<file path="src/rtl/module_prio_sel.sv">
// module_prio_sel: picks which stage (operand k or product) drives the display, on the latest listo rise
// Ports:
//   clk, rst          - clock and synchronous active-high reset
//   num_op, sig_op    - packed operand magnitudes (W_OP each) and their sign bits
//   listo_op          - per-operand ready levels
//   num_mul, sig_mul  - product magnitude and sign
//   listo             - product ready level
//   numero_output     - registered selected magnitude (operands zero-extended)
//   signo_output      - registered selected sign
//   sel_output        - current source: 0 none, k+1 operand k, N_OPS+1 product
//   cambio            - one-cycle pulse when source or magnitude changed
module module_prio_sel #(
    parameter int N_OPS = 2,
    parameter int W_OP  = 8,
    parameter int W_RES = 16,
    parameter bit TRACK = 0
) (
    input  logic                       clk,
    input  logic                       rst,
    input  logic [N_OPS*W_OP-1:0]      num_op,
    input  logic [N_OPS-1:0]           sig_op,
    input  logic [N_OPS-1:0]           listo_op,
    input  logic [W_RES-1:0]           num_mul,
    input  logic                       sig_mul,
    input  logic                       listo,
    output logic [W_RES-1:0]           numero_output,
    output logic                       signo_output,
    output logic [$clog2(N_OPS+2)-1:0] sel_output,
    output logic                       cambio
);
    localparam int SW = $clog2(N_OPS + 2);
    localparam logic [SW-1:0] SEL_MUL = SW'(N_OPS + 1);

    if (W_RES < W_OP) begin : g_bad_width
        $error("module_prio_sel: W_RES must be >= W_OP");
    end

    logic [N_OPS-1:0] prev_op_q;
    logic             prev_mul_q;
    logic [W_RES-1:0] num_q, num_d;
    logic             sgn_q, sgn_d;
    logic [SW-1:0]    sel_q, sel_d;
    logic             cambio_q;
    logic [N_OPS-1:0] rise_op;
    logic             rise_mul;

    assign rise_op  = listo_op & ~prev_op_q;
    assign rise_mul = listo & ~prev_mul_q;

    // Tracking is applied first so any rise this cycle overrides it; ascending
    // operand loop makes the highest-index rise win, and the product beats all.
    always_comb begin
        num_d = num_q;
        sgn_d = sgn_q;
        sel_d = sel_q;
        if (TRACK) begin
            if (sel_q == SEL_MUL && listo) begin
                num_d = num_mul;
                sgn_d = sig_mul;
            end
            for (int i = 0; i < N_OPS; i++)
                if (sel_q == SW'(i + 1) && listo_op[i]) begin
                    num_d = W_RES'(num_op[i*W_OP +: W_OP]);
                    sgn_d = sig_op[i];
                end
        end
        for (int i = 0; i < N_OPS; i++)
            if (rise_op[i]) begin
                num_d = W_RES'(num_op[i*W_OP +: W_OP]);
                sgn_d = sig_op[i];
                sel_d = SW'(i + 1);
            end
        if (rise_mul) begin
            num_d = num_mul;
            sgn_d = sig_mul;
            sel_d = SEL_MUL;
        end
    end

    always_ff @(posedge clk) begin
        if (rst) begin
            prev_op_q  <= '0;
            prev_mul_q <= 1'b0;
            num_q      <= '0;
            sgn_q      <= 1'b0;
            sel_q      <= '0;
            cambio_q   <= 1'b0;
        end else begin
            prev_op_q  <= listo_op;
            prev_mul_q <= listo;
            num_q      <= num_d;
            sgn_q      <= sgn_d;
            sel_q      <= sel_d;
            cambio_q   <= (num_d != num_q) || (sel_d != sel_q);
        end
    end

    assign numero_output = num_q;
    assign signo_output  = sgn_q;
    assign sel_output    = sel_q;
    assign cambio        = cambio_q;
endmodule

</file>
<file path="config.mk">
export PLATFORM = sky130hd
export DESIGN_NAME = module_prio_sel
export DESIGN_NICKNAME = d
export VERILOG_FILES = /design/src/rtl/module_prio_sel.sv
export SDC_FILE = /design/constraint.sdc
export NUM_CORES = 1
export LEC_CHECK = 0
export CAP_MARGIN = 20
export CORE_MARGIN = 4
export CORE_UTILIZATION = 37
export CTS_CLUSTER_DIAMETER = 40
export DETAILED_ROUTE_END_ITERATION = 6
export PLACE_DENSITY = 0.81
export SYNTH_ARGS = -nofsm -noshare
export SYNTH_HDL_FRONTEND = slang
export SYNTH_SLANG_ARGS = --single-unit
export TNS_END_PERCENT = 20
</file>
<file path="constraint.sdc">
create_clock -name clk -period 1.65 [get_ports clk]
set_input_delay 0.33 -clock clk [delete_from_list [all_inputs] [get_ports clk]]
set_output_delay 0.33 -clock clk [all_outputs]
set_load 0.005 [all_outputs]
</file>
# After elaboration in Yosys (flattened, before gate mapping)
# Cells that the tools add are included.
# W data, S select, Z words.
word_totals:
  output_inout_bits: 20
  wordCells: 23
  regBits: 23
op_classes:
  reduce_logical: 2
  n_bitwise: 4
  muxes: 9
  n_eq_ne: 2
op_table:
  columns: ["op", "n"]
  rows:
  - ["$mux W16", 3]
  - ["$ne A16 B16 Y1", 1]
  - ["$mux W2", 3]
  - ["$mux W1", 3]
  - ["$reduce_bool A3 Y1", 1]
  - ["$and A2 B2 Y2", 1]
  - ["$ne A2 B2 Y1", 1]
  - ["$not A2 Y2", 1]
  - ["$and A1 B1 Y1", 1]
  - ["$logic_or A1 B1 Y1", 1]
  - ["$not A1 Y1", 1]

# Longest topological paths before layout
logic_depth:
  ltp_word: 7
  ltp_mapped: 8

# Worst setup path after synthesis
# OpenSTA, ideal clock, no wires.
synth_timing:
  path_type: "reg-to-reg"
  from: "reg num_q[13], in the netlist numero_output[13]"
  to: "reg cambio_q, in the netlist cambio"
  period_less_slack_ps: 1728
  stages_incl_launch_ff: 7
  arrival_ps: 1592
  path_buffers: 0
  t_required_ps: 1514
  slack_ps: -78
  path_cell_list: "dfxtp_1 > or4_4 > nor4_1 > o21ai_0 > a22o_1 > nor4_2 > a41oi_1"
synth_via:
  elab_chain_len: 5
synth_lines:
  columns: ["item", "line", "text"]
  rows:
  - ["start, declared", "40", "logic [W_RES-1:0] num_q, num_d;"]
  - ["start signal, assigned", "91", "num_q <= num_d;"]
  - ["$mux W16 (2 in series)", "68", "if (rise_op[i]) begin"]
  - ["$mux W16", "73", "if (rise_mul) begin"]
  - ["$ne A16 B16 Y1 (*)", "94", "cambio_q <= (num_d != num_q) || (sel_d != sel_q);"]
  - ["$logic_or A1 B1 Y1 (*)", "94", null]
  - ["end signal, assigned", "94", null]
  - ["end, declared", "43", "logic cambio_q;"]
# Every way passes the cells marked *; elsewhere a longest branch is shown, timed or not.
# A chain may end at the register's enable or synchronous reset.

# Worst setup path after layout
layout_timing:
  from: "in num_op[15]"
  to: "reg cambio_q, in the netlist cambio"
layout_via:
  elab_chain_len: 4
layout_lines:
  columns: ["item", "line", "text"]
  rows:
  - ["start, declared", "20", "input logic [N_OPS*W_OP-1:0] num_op,"]
  - ["$mux W16", "68", null]
  - ["$mux W16", "73", null]
  - ["$ne A16 B16 Y1", "94", null]
  - ["$logic_or A1 B1 Y1", "94", null]
# No other way between the ends.

==> results.toml <==
[outcome]
status = "finished with violations"
violations = "negative setup slack"

[synthesis]
synth_fp_nets = 214
synth.largest_area_cell = "dfxtp_1"
synth_top_family_by_area = "simple AND/OR/NAND/NOR gates"
ys_seq_area_share_pct = 34.1
synth-simple-area-share_pct = 30.0
synth_edf_count = 0
synth_seq_cells = 23
synthArstFlopShare_pct = 0
syn-instance-count = 174
synth.avg_cell_area_sq_um = 7.77
synth_fa_ha_area_share_pct = 0
ys.flop_type = "dfxtp_1"
synth_compound_area_share_pct = 26.8
synth_top_area_share_pct = 34.1
synth_area_sq_um = 1350
synth_top_cells_by_count = "24 x nand2_1, 23 x dfxtp_1, 14 x nor2_1"
ys_warn_count = 0
synthTopCellsByArea = "dfxtp_1 34%, nand2_1 6.7%, nor2b_1 4.6%"
synth.distinct_cells = 42
yosysMostFrequentCell = "nand2_1"
synth_mux_area_share_pct = 0.741
synth_xor_area_share_pct = 1.94

[floorplanning]
initial_core_util_pct = 39.3
core_area_sq_um = 3440
io_pins = 60
fp.dieArea_sq_um = 4680
num_rows = 21
die_h_um = 68.4
die_w_um = 68.4

[worst_setup_path]
crit_family = "simple AND/OR/NAND/NOR gates"
worst_path_max_delay_cell = "or3b_2"
worst_ep_required_time_ns = 1.79
critPathMaxStageDelay_ns = 0.45
path_class = "in -> reg"
end_kind = "register"
crit_fanout = 2
r2r-start = "prev_op_q[1]"
cp.arrival_ns = 1.95
cp_common_cell = "a41oi_1"
start_kind = "primary input"
setup.worst_path.start = "num_op[15]"
timing.critical_path.buf_inv = 1
crit_chain = "clkdlybuf4s50_1 -> or3b_2 -> o311ai_2 -> or2_2 -> a41oi_1 -> nor4_2 -> a41oi_1"

[grt]
track_usage_pct = 19.2
grt_max_degree = 24
grt_pass1_vias = 1501
antenna_found_initial = 0
overflow = 0
grt_pass1_wl_mm = 6.84

[pwr]
comb_power_share_pct = 34.0
p_switching_uw = 434
seqPwrFrac_pct = 41.9
swShare_pct = 28.9
clkPwrFrac_pct = 24.1
ir_worst_vdd_mv = 0.307
power_density_nw_per_um2 = 651
cellInternalPower_uw = 1070
p_leak_uw = 0.000953
power.total_uw = 1500

[clock_tree]
htreeDepth = 1
clock_sinks = 23
cts_max_path_buffers = 2
numCtsBuffers = 3
clock_latency_ns = 0.27
cts.root.buffer_cell = "clkbuf_8"
clkTransAtPathRegs_ns = 0.09
cts_tree = "yes"

[drt]
viasPerCell = 5.22
ant_nets = 0
drt-total-wl_mm = 4.36
wl_per_cell_um = 14.1
first_pass_iters = 4
vias = 1614
drtIter0Drc = 156
route.detailed.drc = 0

[timing]
final_hold_viol_count = 0
fin_crit_sh_pct = 110
setup-tns-final_ns = -0.161
min_period_ns = 1.81
finClkSkew_ns = 0.00385
hold_ws_ns = 0.454
fmax_mhz = 552
slew_violations = 0
finalSetupViolCount = 1
slew_headroom_pct = 77.0
rsz0062_at_grt = "true"
tightest_slew_ns = 0.345
fin_ws_ns = -0.161

[hold_path]
hp-start = "signo_output"
hp-class = "reg -> reg"

[finish]
drive_gt1_share_pct = 21.7
final_util_pct = 67.1
nNetsFinal = 304
synthToLayoutAreaGrowth_pct = 70.9
n_antenna_cell = 0

[placed_design]
gp_congestion = 0.889
io_buffer_count = 59
dp_slack_ns = -0.659
hpwl_mm = 3.35

[flow_run]
drv_cap = 0
## metal layers
layer | share of wire, % | vias up | global-route usage (%)
met5 | 0 | - | 0
met4 | 2.4 | 0 | 9.18
met3 | 4.6 | 9 | 1.64
met2 | 51 | 50 | 31.3
met1 | 42 | 750 | 25.3
li1 | - | 805 | -
## through the flow
stage / instances / area (sq um)
detailed placement: 305 / 2220
CTS: 309 / 2300
finish: 309 / 2310
global placement: 305 / 2220
floorplan: 174 / 1350
global route: 309 / 2310
## power groups by stage
| stage | combinational, uW | sequential [uW] | clock (uW) |
|---|---|---|---|
| 2_1_floorplan | 207 | 641 | 0 |
| 4_1_cts | 507 | 629 | 372 |
| 5_1_grt | 557 | 635 | 388 |
| 6_report | 510 | 630 | 362 |
| 3_3_place_gp | 488 | 639 | 0 |
| 3_5_place_dp | 495 | 640 | 0 |
## state kept, by name, indices dropped and copies added, names as in the netlist
register	flops
numero_output	16
prev_op_q	2
sel_output	2
cambio	1
prev_mul_q	1
signo_output	1
## final timing paths
| kind | endpoint | slack (ns) | depth (start not counted) |
|---|---|---|---|
| setup / recovery | cambio | -0.16 | 7 |
| hold / removal | signo_output | 0.45 | 2 |
| setup reg to reg | cambio | -0.16 | 7 |
| hold reg to reg | signo_output | 0.45 | 2 |
## cell type report
type / instances / area (sq um)
clock buffers: 3 / 41.3
multi-input cells: 131 / 838
well taps: 46 / 57.6
fillers: 288 / 1130
inverters: 10 / 37.5
flip-flops and latches: 23 / 463
clock inverters: 1 / 5.00
repair buffers: 95 / 867
## worst reg2reg max path, cell delays in order, from the launching register on
cell,delay (ns)
dfxtp_1,0.38
nand2b_1,0.33
buf_4,0.20
nor2_1,0.04
o31ai_1,0.32
xor2_1,0.18
nor2_1,0.07
a41oi_1,0.21
## logic make-up after synthesis
logic type,after synthesis
mux,1
buf+inv,20
compound gates,51
flops,23
xor+xnor,3
simple gates,76
## placed cells by master, fill, tap and decap left out, types with 3 or more instances in the layout
cell             instances
clkdlybuf4s50_1         55
buf_4                   34
nand2_1                 23
dfxtp_1                 21
nor2_1                  14
a21oi_1                 10
inv_1                   10
nor2b_1                  9
a211oi_1                 7
o21ai_0                  5
nor3_1                   4
o22ai_1                  4
nor4_2                   4
nand2b_1                 3
nand3_1                  3
and3b_1                  3
o31ai_1                  3
xor2_1                   3
a22o_1                   3
clkbuf_8                 3
dlygate4sd2_1            3
## repair_timing
| action | 4_1_cts | 5_1_grt |
|---|---|---|
| pin swaps | 1 | 0 |
| setup buffers | 0 | 0 |
| hold buffers | 0 | 0 |
| gates resized for setup | 15 | 4 |
| endpoints found under the hold margin | 0 | 0 |
| endpoints found under the setup margin | 16 | 7 |
No activity file was read; power rests on OpenSTA's default activity.
==> patch: new RTL, same settings <==
Put one more register stage on the output `numero_output`, with the module's reset. The value now appears one clock later. The other outputs are not delayed to match. Comments in the files are not updated.
--- a/src/rtl/module_prio_sel.sv
+++ b/src/rtl/module_prio_sel.sv
@@ -97,3 +97,9 @@
 
-    assign numero_output = num_q;
+    always_ff @(posedge clk) begin
+        if (rst) begin
+            numero_output <= '0;
+        end else begin
+            numero_output <= num_q;
+        end
+    end
     assign signo_output  = sgn_q;
Check against the original RTL: not equivalent (a bounded check fails within 4 cycles, from zero or initial values and one cycle with rst high).
==> patch against the original RTL <==
  * The flow still finishes with violations (negative setup slack)
  * Hold slack got worse by 0.12 ns
  * Largest power group unchanged
  * Total power increased by 66%
  * Setup slack got worse by 0.087 ns
  * Combinational power increased by 21%
  * Critical endpoint unchanged
  * Area after synthesis increased by 33%
  * Sequential cell count increased by 16
  * Design area increased by 32%
  * Routed wire length increased by 40%
==> patch: results (changes against the original RTL) <==
stage;metric;value;unit;change
sta;worst_pin_slew;0.323;ns;-0.0219 ns
routing;vias;2075;;+29%
layout;drive_gt1_share;26.0;%;+4.4 points
clock_network;cts_root_buf;clkbuf_8;;
routing;wl_per_cell;16.0;µm;+13%
routing;first_pass_iters;5;;+1
clock_network;numCtsBuffers;5;;+2
status;status;complete, but fails checks;;
placement;dp_hpwl;4.10;mm;+22%
setup_path;cp_slowest_cell;clkdlybuf4s50_1;;
layout;nets;354;;+16%
pwr;leakage;1.28;nW;+34%
global_route;grt_pass1_vias;1934;;+29%
global_route;grt_util_all_layers;19.5;%;+0.30 points
setup_path;slowest_delay;0.51;ns;+0.06 ns
routing;via_per_inst;5.43;;+4.0%
yosys;yosysUniqueCellTypes;43;;+2.4%
clock_network;insertion_delay;0.30;ns;+0.03 ns
status;violations;negative setup slack;;
placement;place_ws;-0.724;ns;-0.0647 ns
setup_path;critPathMaxFanout;3;;+1
yosys;seq_area_frac_synth;43.4;%;+9.3 points
sta;finalSetupViolCount;1;;unchanged
sta;fin_ws;-0.248;ns;-0.0872 ns
pwr;p_seq;1.04;mW;+65%
yosys;synth_nets;255;;+19%
setup_path;r2r_slack;-0.22;ns;-0.06 ns
sta;setup_tns;-0.248;ns;-0.0872 ns
pwr;irDropWorstVdd;0.376;mV;+23%
worst_hold_path;holdCritPathClass;in -> reg;;
layout;diodes;0;;unchanged
setup_path;r2r-start;prev_mul_q;;
setup_path;worst_r2r_path_depth;8;;+1
placement;dp.cells;368;;+21%
setup_path;startpoint;num_mul[3];;
sta;finalHoldViolations;0;;unchanged
layout;fill_cells;363;;+26%
yosys;async_flop_share;0;%;unchanged
pwr;p_clk;837;µW;+130%
routing;drt_iter0_markers;201;;+29%
setup_path;cp.arrival;2.07;ns;+0.12 ns
global_route;grt_max_degree;23;;-4.2%
sta;fin_worst_skew;0.00597;ns;+0.00212 ns
clock_network;clock_path_buffers;2;;unchanged
==> patch: per-layer routing <==
layer	vias up	GRT usage [%]	routed length, µm
met5	-	0	0
met4	0	8.54	208
met3	31	4.18	602
met2	140	31.4	2910
met1	951	25.1	2380
li1	953	-	-
==> patch: worst min path at each step <==
stage	startpoint	endpoint	slack, ns	depth (start not counted)
6_report	num_mul[9]	num_q[9]	0.34	3
3_3_place_gp	num_q[13]	num_q[13]	0.46	2
2_1_floorplan	num_q[13]	numero_output[13]	0.45	2
3_5_place_dp	num_q[13]	num_q[13]	0.47	2
4_1_cts	num_mul[10]	num_q[10]	0.43	3
5_1_grt	num_mul[9]	num_q[9]	0.37	3
==> patch: worst max-delay path, delay by kind of cell <==
family,cells,cell delay (ns)
compound gates,5,1.07
buf+inv,1,0.51
simple gates,1,0.15
==> patch: timing repair <==
item,4_1_cts,5_1_grt
resized for setup,21,25
pin swaps,6,9
endpoints found under the setup margin,14,13
setup buffers,3,3
==> patch: cell families after synthesis <==
| family | after synthesis | synth area share, % |
|---|---|---|
| AOI/OAI and AO/OA | 59 | 22.9 |
| xor gates and xnor gates | 3 | 1.46 |
| buffers and inverters | 23 | 5.36 |
| DFF | 39 | 43.4 |
| muxes | 2 | 1.11 |
| and+or+nand+nor | 89 | 25.7 |
==> patch: layout make-up <==
cell class	instances	area [µm²]	share of cell area [%]
Clock buffer	6	82.6	2.70
Clock inverter	2	35.0	1.15
Inverter	11	41.3	1.35
Multi-Input combinational cell	153	1060	34.8
Sequential cell	39	786	25.7
Tap cell	67	83.8	2.74
Timing Repair Buffer	104	962	31.5
